==> config.mk <==
export PLATFORM = sky130hd
export DESIGN_NAME = sbc_accumulator
export DESIGN_NICKNAME = d
export VERILOG_FILES = /design/src/rtl/sbc_accumulator.sv
export SDC_FILE = /design/constraint.sdc
export NUM_CORES = 1
export LEC_CHECK = 0
export ABC_CLOCK_PERIOD_IN_PS = 2600
export CAP_MARGIN = 20
export CORE_ASPECT_RATIO = 0.8
export CORE_MARGIN = 1.5
export CORE_UTILIZATION = 33
export DETAILED_ROUTE_END_ITERATION = 10
export PLACE_DENSITY_LB_ADDON = 0.25
export SYNTH_ARGS = -nofsm -noshare
export SYNTH_HDL_FRONTEND = slang
export SYNTH_SLANG_ARGS = --single-unit
export TNS_END_PERCENT = 20
==> constraint.sdc <==
create_clock -name i_clk_sbc -period 2.6 [get_ports i_clk_sbc]
set_input_delay 0.26 -clock i_clk_sbc [delete_from_list [all_inputs] [get_ports i_clk_sbc]]
set_output_delay 0.26 -clock i_clk_sbc [all_outputs]
set_load 0.05 [all_outputs]
==> src/rtl/sbc_accumulator.sv <==
// sbc_accumulator: counts 1s of a unipolar stochastic stream over a 2^WIN_LOG2-cycle window
// and emits the scaled, saturated count as a BW-bit binary value with a one-cycle valid pulse.
module sbc_accumulator #(
    parameter int BW       = 4,
    parameter int WIN_LOG2 = 4
) (
    input  logic          i_clk_sbc,
    input  logic          i_rst_sbc,
    input  logic          i_start_sbc,
    input  logic          i_stop_sbc,
    input  logic          i_sn_bit,
    output logic [BW-1:0] o_x_bn,
    output logic          o_valid_sbc,
    output logic          o_busy_sbc
);
    localparam int CW = WIN_LOG2 + 1;
    localparam logic [CW-1:0] LAST = CW'((1 << WIN_LOG2) - 1);
    localparam logic [CW-1:0] MAXV = CW'((1 << BW) - 1);

    if (WIN_LOG2 < BW) begin : g_param_chk
        $error("sbc_accumulator: WIN_LOG2 must be >= BW");
    end

    typedef enum logic [1:0] {IDLE = 2'd0, COUNT = 2'd1} state_t;

    state_t        state, state_n;
    logic [CW-1:0] win_cnt, win_n, ones_cnt, ones_n, ones_inc, scaled;
    logic [BW-1:0] x_n;
    logic          valid_n;

    assign ones_inc   = ones_cnt + CW'(i_sn_bit);
    assign scaled     = ones_inc >> (WIN_LOG2 - BW);
    assign o_busy_sbc = state == COUNT;

    always_comb begin
        state_n = state;
        win_n   = win_cnt;
        ones_n  = ones_cnt;
        x_n     = o_x_bn;
        valid_n = 1'b0;
        case (state)
            IDLE: begin
                if (i_start_sbc) begin
                    state_n = COUNT;
                    win_n   = '0;
                    ones_n  = '0;
                end
            end
            COUNT: begin
                if (i_stop_sbc) begin
                    state_n = IDLE;
                    win_n   = '0;
                    ones_n  = '0;
                end else if (win_cnt == LAST) begin
                    // A start on the completion edge chains straight into the next window
                    state_n = i_start_sbc ? COUNT : IDLE;
                    win_n   = '0;
                    ones_n  = '0;
                    x_n     = scaled > MAXV ? MAXV[BW-1:0] : scaled[BW-1:0];
                    valid_n = 1'b1;
                end else if (i_start_sbc) begin
                    win_n  = '0;
                    ones_n = '0;
                end else begin
                    win_n  = win_cnt + 1'b1;
                    ones_n = ones_inc;
                end
            end
            default: begin
                state_n = IDLE;
                win_n   = '0;
                ones_n  = '0;
            end
        endcase
    end

    always_ff @(posedge i_clk_sbc or negedge i_rst_sbc) begin
        if (!i_rst_sbc) begin
            state       <= IDLE;
            win_cnt     <= '0;
            ones_cnt    <= '0;
            o_x_bn      <= '0;
            o_valid_sbc <= 1'b0;
        end else begin
            state       <= state_n;
            win_cnt     <= win_n;
            ones_cnt    <= ones_n;
            o_x_bn      <= x_n;
            o_valid_sbc <= valid_n;
        end
    end
endmodule

; ---- Word-level counts from Yosys, hierarchy flattened
; Index checks and enable logic that the tools add are counted.
[op_classes]
n_addsub = 2
magnitude_cmp = 1
n_eq_ne = 4
n_mux = 18
n_bitwise = 1
n_reduce_logical = 3
[op_table]
columns = operator, n
row1 = $mux 5, 7
row2 = $pmux 5 s2, 2
row3 = $mux 2, 3
row4 = $add 5x1->5, 1
row5 = $add 5x1->5 const B, 1
row6 = $eq 5x4->1 const B, 1
row7 = $gt 5x4->1 const B, 1
row8 = $mux 1, 4
row9 = $mux 4, 1
row10 = $pmux 2 s2, 1
row11 = $ne 3x2->1 const B, 1
row12 = $reduce_and 3->1, 1
row13 = $eq 2x1->1 const B, 1
row14 = $logic_not 2->1, 1
row15 = $ne 2x2->1 const B, 1
row16 = $reduce_and 2->1, 1
row17 = $not 1->1, 1
[totals]
ff_bits = 17
input_bits = 5
output_inout_bits = 6
elab_cells = 34

; ---- Longest topological paths before layout
[depth]
word_depth = 5
ltp_mapped = 7
mapped_depth_nobuf = 6

; ---- Worst setup path before layout
; No wires, ideal clock.
[synth_timing]
path_type = register to register
start = register win_cnt[0]
end = register win_cnt[3]
setup_time_ps = 74
t_arrival_ps = 2019
t_required_ps = 2526
slack_ps = 506
stages_incl_launch_ff = 8
path_buffers = 1
synth_period_minus_slack_ps = 2094
cell_sequence = dfrtp_1 ha_1 and3_1 ha_1 or4b_1 clkbuf_2 or3_1 o21ai_2
[synth_between]
elab_chain_len = 5
word_cells_on_any_way = 6
classes_between = add/sub (1) / eq/ne (1) / mux (4)
[synth_rtl]
columns = element, line_no
row1 = "start, declared", 27  ; logic [CW-1:0] win_cnt, win_n, ones_cnt, ones_n, ones_inc, scaled;
row2 = "start signal, assigned", 86  ; win_cnt <= win_n;
row3 = $add 5x1->5, 65  ; win_n = win_cnt + 1'b1;
row4 = $mux 5, 61  ; end else if (i_start_sbc) begin
row5 = $mux 5 *, 54  ; end else if (win_cnt == LAST) begin
row6 = $mux 5 *, 50  ; if (i_stop_sbc) begin
row7 = $pmux 5 s2 *, 41  ; case (state)
; Mark *: on every way between the ends. The rest lies on a longest branch, timed or not.
; A chain may end at the register's enable or synchronous reset.

; ---- Worst setup path after layout
; Same ends and word-level chain as after synthesis.

==> metrics.yaml <==
critical_path:
  crit_type: "reg2reg"
  crit_required_ps: 2820
  cp-end-kind: "flop"
  reg2reg_slack_ps: 330
  cp.arrival_ps: 2490
  r2r_cells: 6
  critPathMaxFanout: 9
  timing.critical_path.from_type: "flop"
sta:
  finalCriticalPeriod_ps: 2270
  fin_ws_ps: 325
  slew_viol_final: 0
  max_freq_mhz: 440
  finalSetupViolations: 0
  rsz0062_at_grt: "no"
  worst_slew_pin_slew_ps: 721
  fin_crit_sh_pct: 87.5
  relSlewSlack_pct: 51.8
  finalHoldViolations: 0
  fin_skew_ps: 17.2
  tns_ps: 0
flow_run:
  cap_violations: 0
grt:
  met2_usage_pct: 18.8
  grt_busiest_layer: "met2"
  grt_util_met1_pct: 17.2
  grt_antenna_before_repair: 0
  grt_max_degree: 17
  grt_first_pass_wirelength_um: 2370
  grt_pass1_vias: 492
  grt_overflow: 0
  met3_usage_pct: 6.02
  track_usage_pct: 13.3
power_and_ir_drop:
  max-vdd-ir-drop_v: 0.000241
  power.density_nw_per_um2: 535
  leakage_nw: 0.411
routing:
  vias: 530
  drc: 0
  antenna_left: 0
  viasPerCell: 4.95
  avgRoutedWirePerCell_um: 12.6
  drt-initial-drc-count: 6
  drtPass1Iterations: 2
  drt_wl_total_um: 1350
clock_tree:
  numCtsBuffers: 3
  ctsLongestPathBuffers: 2
  cts_sinks: 16
  cts_tree: "done"
  insertion_delay_ps: 300
  path_clk_slew_ps: 110
  cts_setup_buffers: 0
  cts_resized: 0
  ctsHoldBuffers: 0
  htreeDepth: 1
  root_buffer: "clkbuf_4"
cells_and_area:
  syn2layout_area_growth_pct: 21.5
  regArea_um2: 400
  drive_gt1_share_pct: 7.32
  nets: 92
  multiInputGateArea_um2: 304
  fill_cells: 223
  antennaDiodeCount: 0
die:
  die_w_um: 55.9
  dieHeight_um: 45.3
  design.die.area_um2: 2540
  fp-row-count: 15
  start_util_pct: 34.6
  core_area_um2: 2140
  io_pins: 11
place:
  post-place-ws_ps: 363
  place_congestion: 0.769
  port_buffers: 10
  hpwlAfterDp_um: 987
yosys:
  avgSynthCellArea_um2: 10.6
  yosysTopAreaCellShare_pct: 54.1
  ys_types: 26
  synth_cells: 70
  syn_area_um2: 739
  synth_seq_area_share_pct: 54.1
  synth.largest_area_cell: "dfrtp_1"
  synth.area.top_cells: "dfrtp_1 54%, ha_1 6.8%, a31oi_1 3.4%"
  ys_warn_count: 0
  syn_nets: 79
  ys_ff_latch: 16
outcome:
  outcome: "finished clean"
hold_path:
  hold_path.class: "in2async"
-- kinds of logic (layout without fill, tap and decap cells) --
logic type,after synthesis,after routing,synth area share [%]
AO/OA/AOI/OAI,19,19,16.4
XOR/XNOR,3,3,3.55
adder cells (fa/ha/maj),4,4,6.77
buffers and inverters,8,20,4.74
flip-flops,16,16,54.1
AND/OR/NAND/NOR,20,20,14.4
-- area by class of cell --
cell class	instances	area share [%]
Tap cell	25	3.48
Inverter	5	2.09
Sequential cell	16	44.6
Timing Repair Buffer	11	12.0
Multi-Input combinational cell	46	33.8
Clock buffer	4	4.04
-- per-stage QoR --
step / utilization [%] / hold WS (ps) / power, mW / std cells / area [µm²]
floorplan: - / -35.6 / 0.297 / 70 / 739
global placement: 40.3 / 488 / 0.317 / 103 / 862
detailed placement: 40.3 / 487 / 0.319 / 103 / 862
CTS: 42.0 / 407 / 0.487 / 107 / 898
global route: 42.0 / 448 / 0.503 / 107 / 898
finish: 42.0 / 380 / 0.481 / 107 / 898
-- where the power goes --
| group | leakage, nW | internal, mW | switching [mW] | total [mW] |
|---|---|---|---|---|
| Sequential | 0.220 | 0.254 | 0.00796 | 0.262 |
| Combinational | 0.171 | 0.0197 | 0.0309 | 0.0505 |
| Clock | 0.0210 | 0.0854 | 0.0824 | 0.168 |
| Total | 0.411 | 0.359 | 0.121 | 0.481 |
-- worst paths after layout --
check,from,to
min,i_rst_sbc,win_cnt[4]$_DFFE_PN0P_
max,win_cnt[0]$_DFFE_PN0P_,win_cnt[3]$_DFFE_PN0P_
max in group asynchronous,i_rst_sbc,ones_cnt[0]$_DFFE_PN0P_
min in group i_clk_sbc,ones_cnt[0]$_DFFE_PN0P_,ones_cnt[0]$_DFFE_PN0P_
min reg2reg,ones_cnt[0]$_DFFE_PN0P_,ones_cnt[0]$_DFFE_PN0P_
max reg2reg,win_cnt[0]$_DFFE_PN0P_,win_cnt[3]$_DFFE_PN0P_
-- synth_stat cells --
cell	n
nor2_1	5
buf_4	1
a21o_1	1
a31oi_1	4
nor4b_1	1
clkbuf_1	1
a22o_1	2
a32o_1	1
xor2_1	2
xnor2_1	1
nand3_1	3
ha_1	4
dfrtp_1	16
clkbuf_2	1
nor2b_1	1
o21ai_2	1
nor3b_1	1
and3_1	1
inv_1	5
a21oi_1	3
and3b_1	1
o21ai_0	5
or4b_1	1
nand2_1	5
or3_1	1
o22ai_1	2
-- per-layer routing --
layer,share of wire [%],routed length (µm),vias up
met1,51,694,242
met3,5.3,71,5
met4,2.1,29,0
li1,-,-,273
met5,0,0,-
met2,41,554,10
-- registers in the layout (all words and copies together), names as in the netlist --
name and flops:
o_x_bn 4, ones_cnt 5, o_valid_sbc 1, win_cnt 5, state 1
-- worst max-delay path: stages (launching register included) --
cell     delay (ps)
dfrtp_1         420
ha_1            240
and3_1          190
ha_1            210
or4b_1          680
or3_1           420
o21ai_2          60
-- cell usage in the layout, fill, tap and decap left out --
| cell type | instances |
|---|---|
| clkdlybuf4s50_1 | 10 |
| o22ai_1 | 2 |
| a32o_1 | 1 |
| clkbuf_8 | 1 |
| xor2_1 | 2 |
| o21ai_2 | 1 |
| inv_1 | 5 |
| nor4b_1 | 1 |
| dfrtp_1 | 16 |
| nor2b_1 | 1 |
| and3b_1 | 1 |
| nand3_1 | 3 |
| nand2_1 | 5 |
| clkbuf_4 | 3 |
| nor2_1 | 5 |
| xnor2_1 | 1 |
| or4b_1 | 1 |
| nor3b_1 | 1 |
| a31oi_1 | 4 |
| and3_1 | 1 |
| ha_1 | 4 |
| a21oi_1 | 3 |
| a22o_1 | 2 |
| buf_4 | 1 |
| a21o_1 | 1 |
| o21ai_0 | 5 |
| or3_1 | 1 |
(Power assumes the default switching activity.)
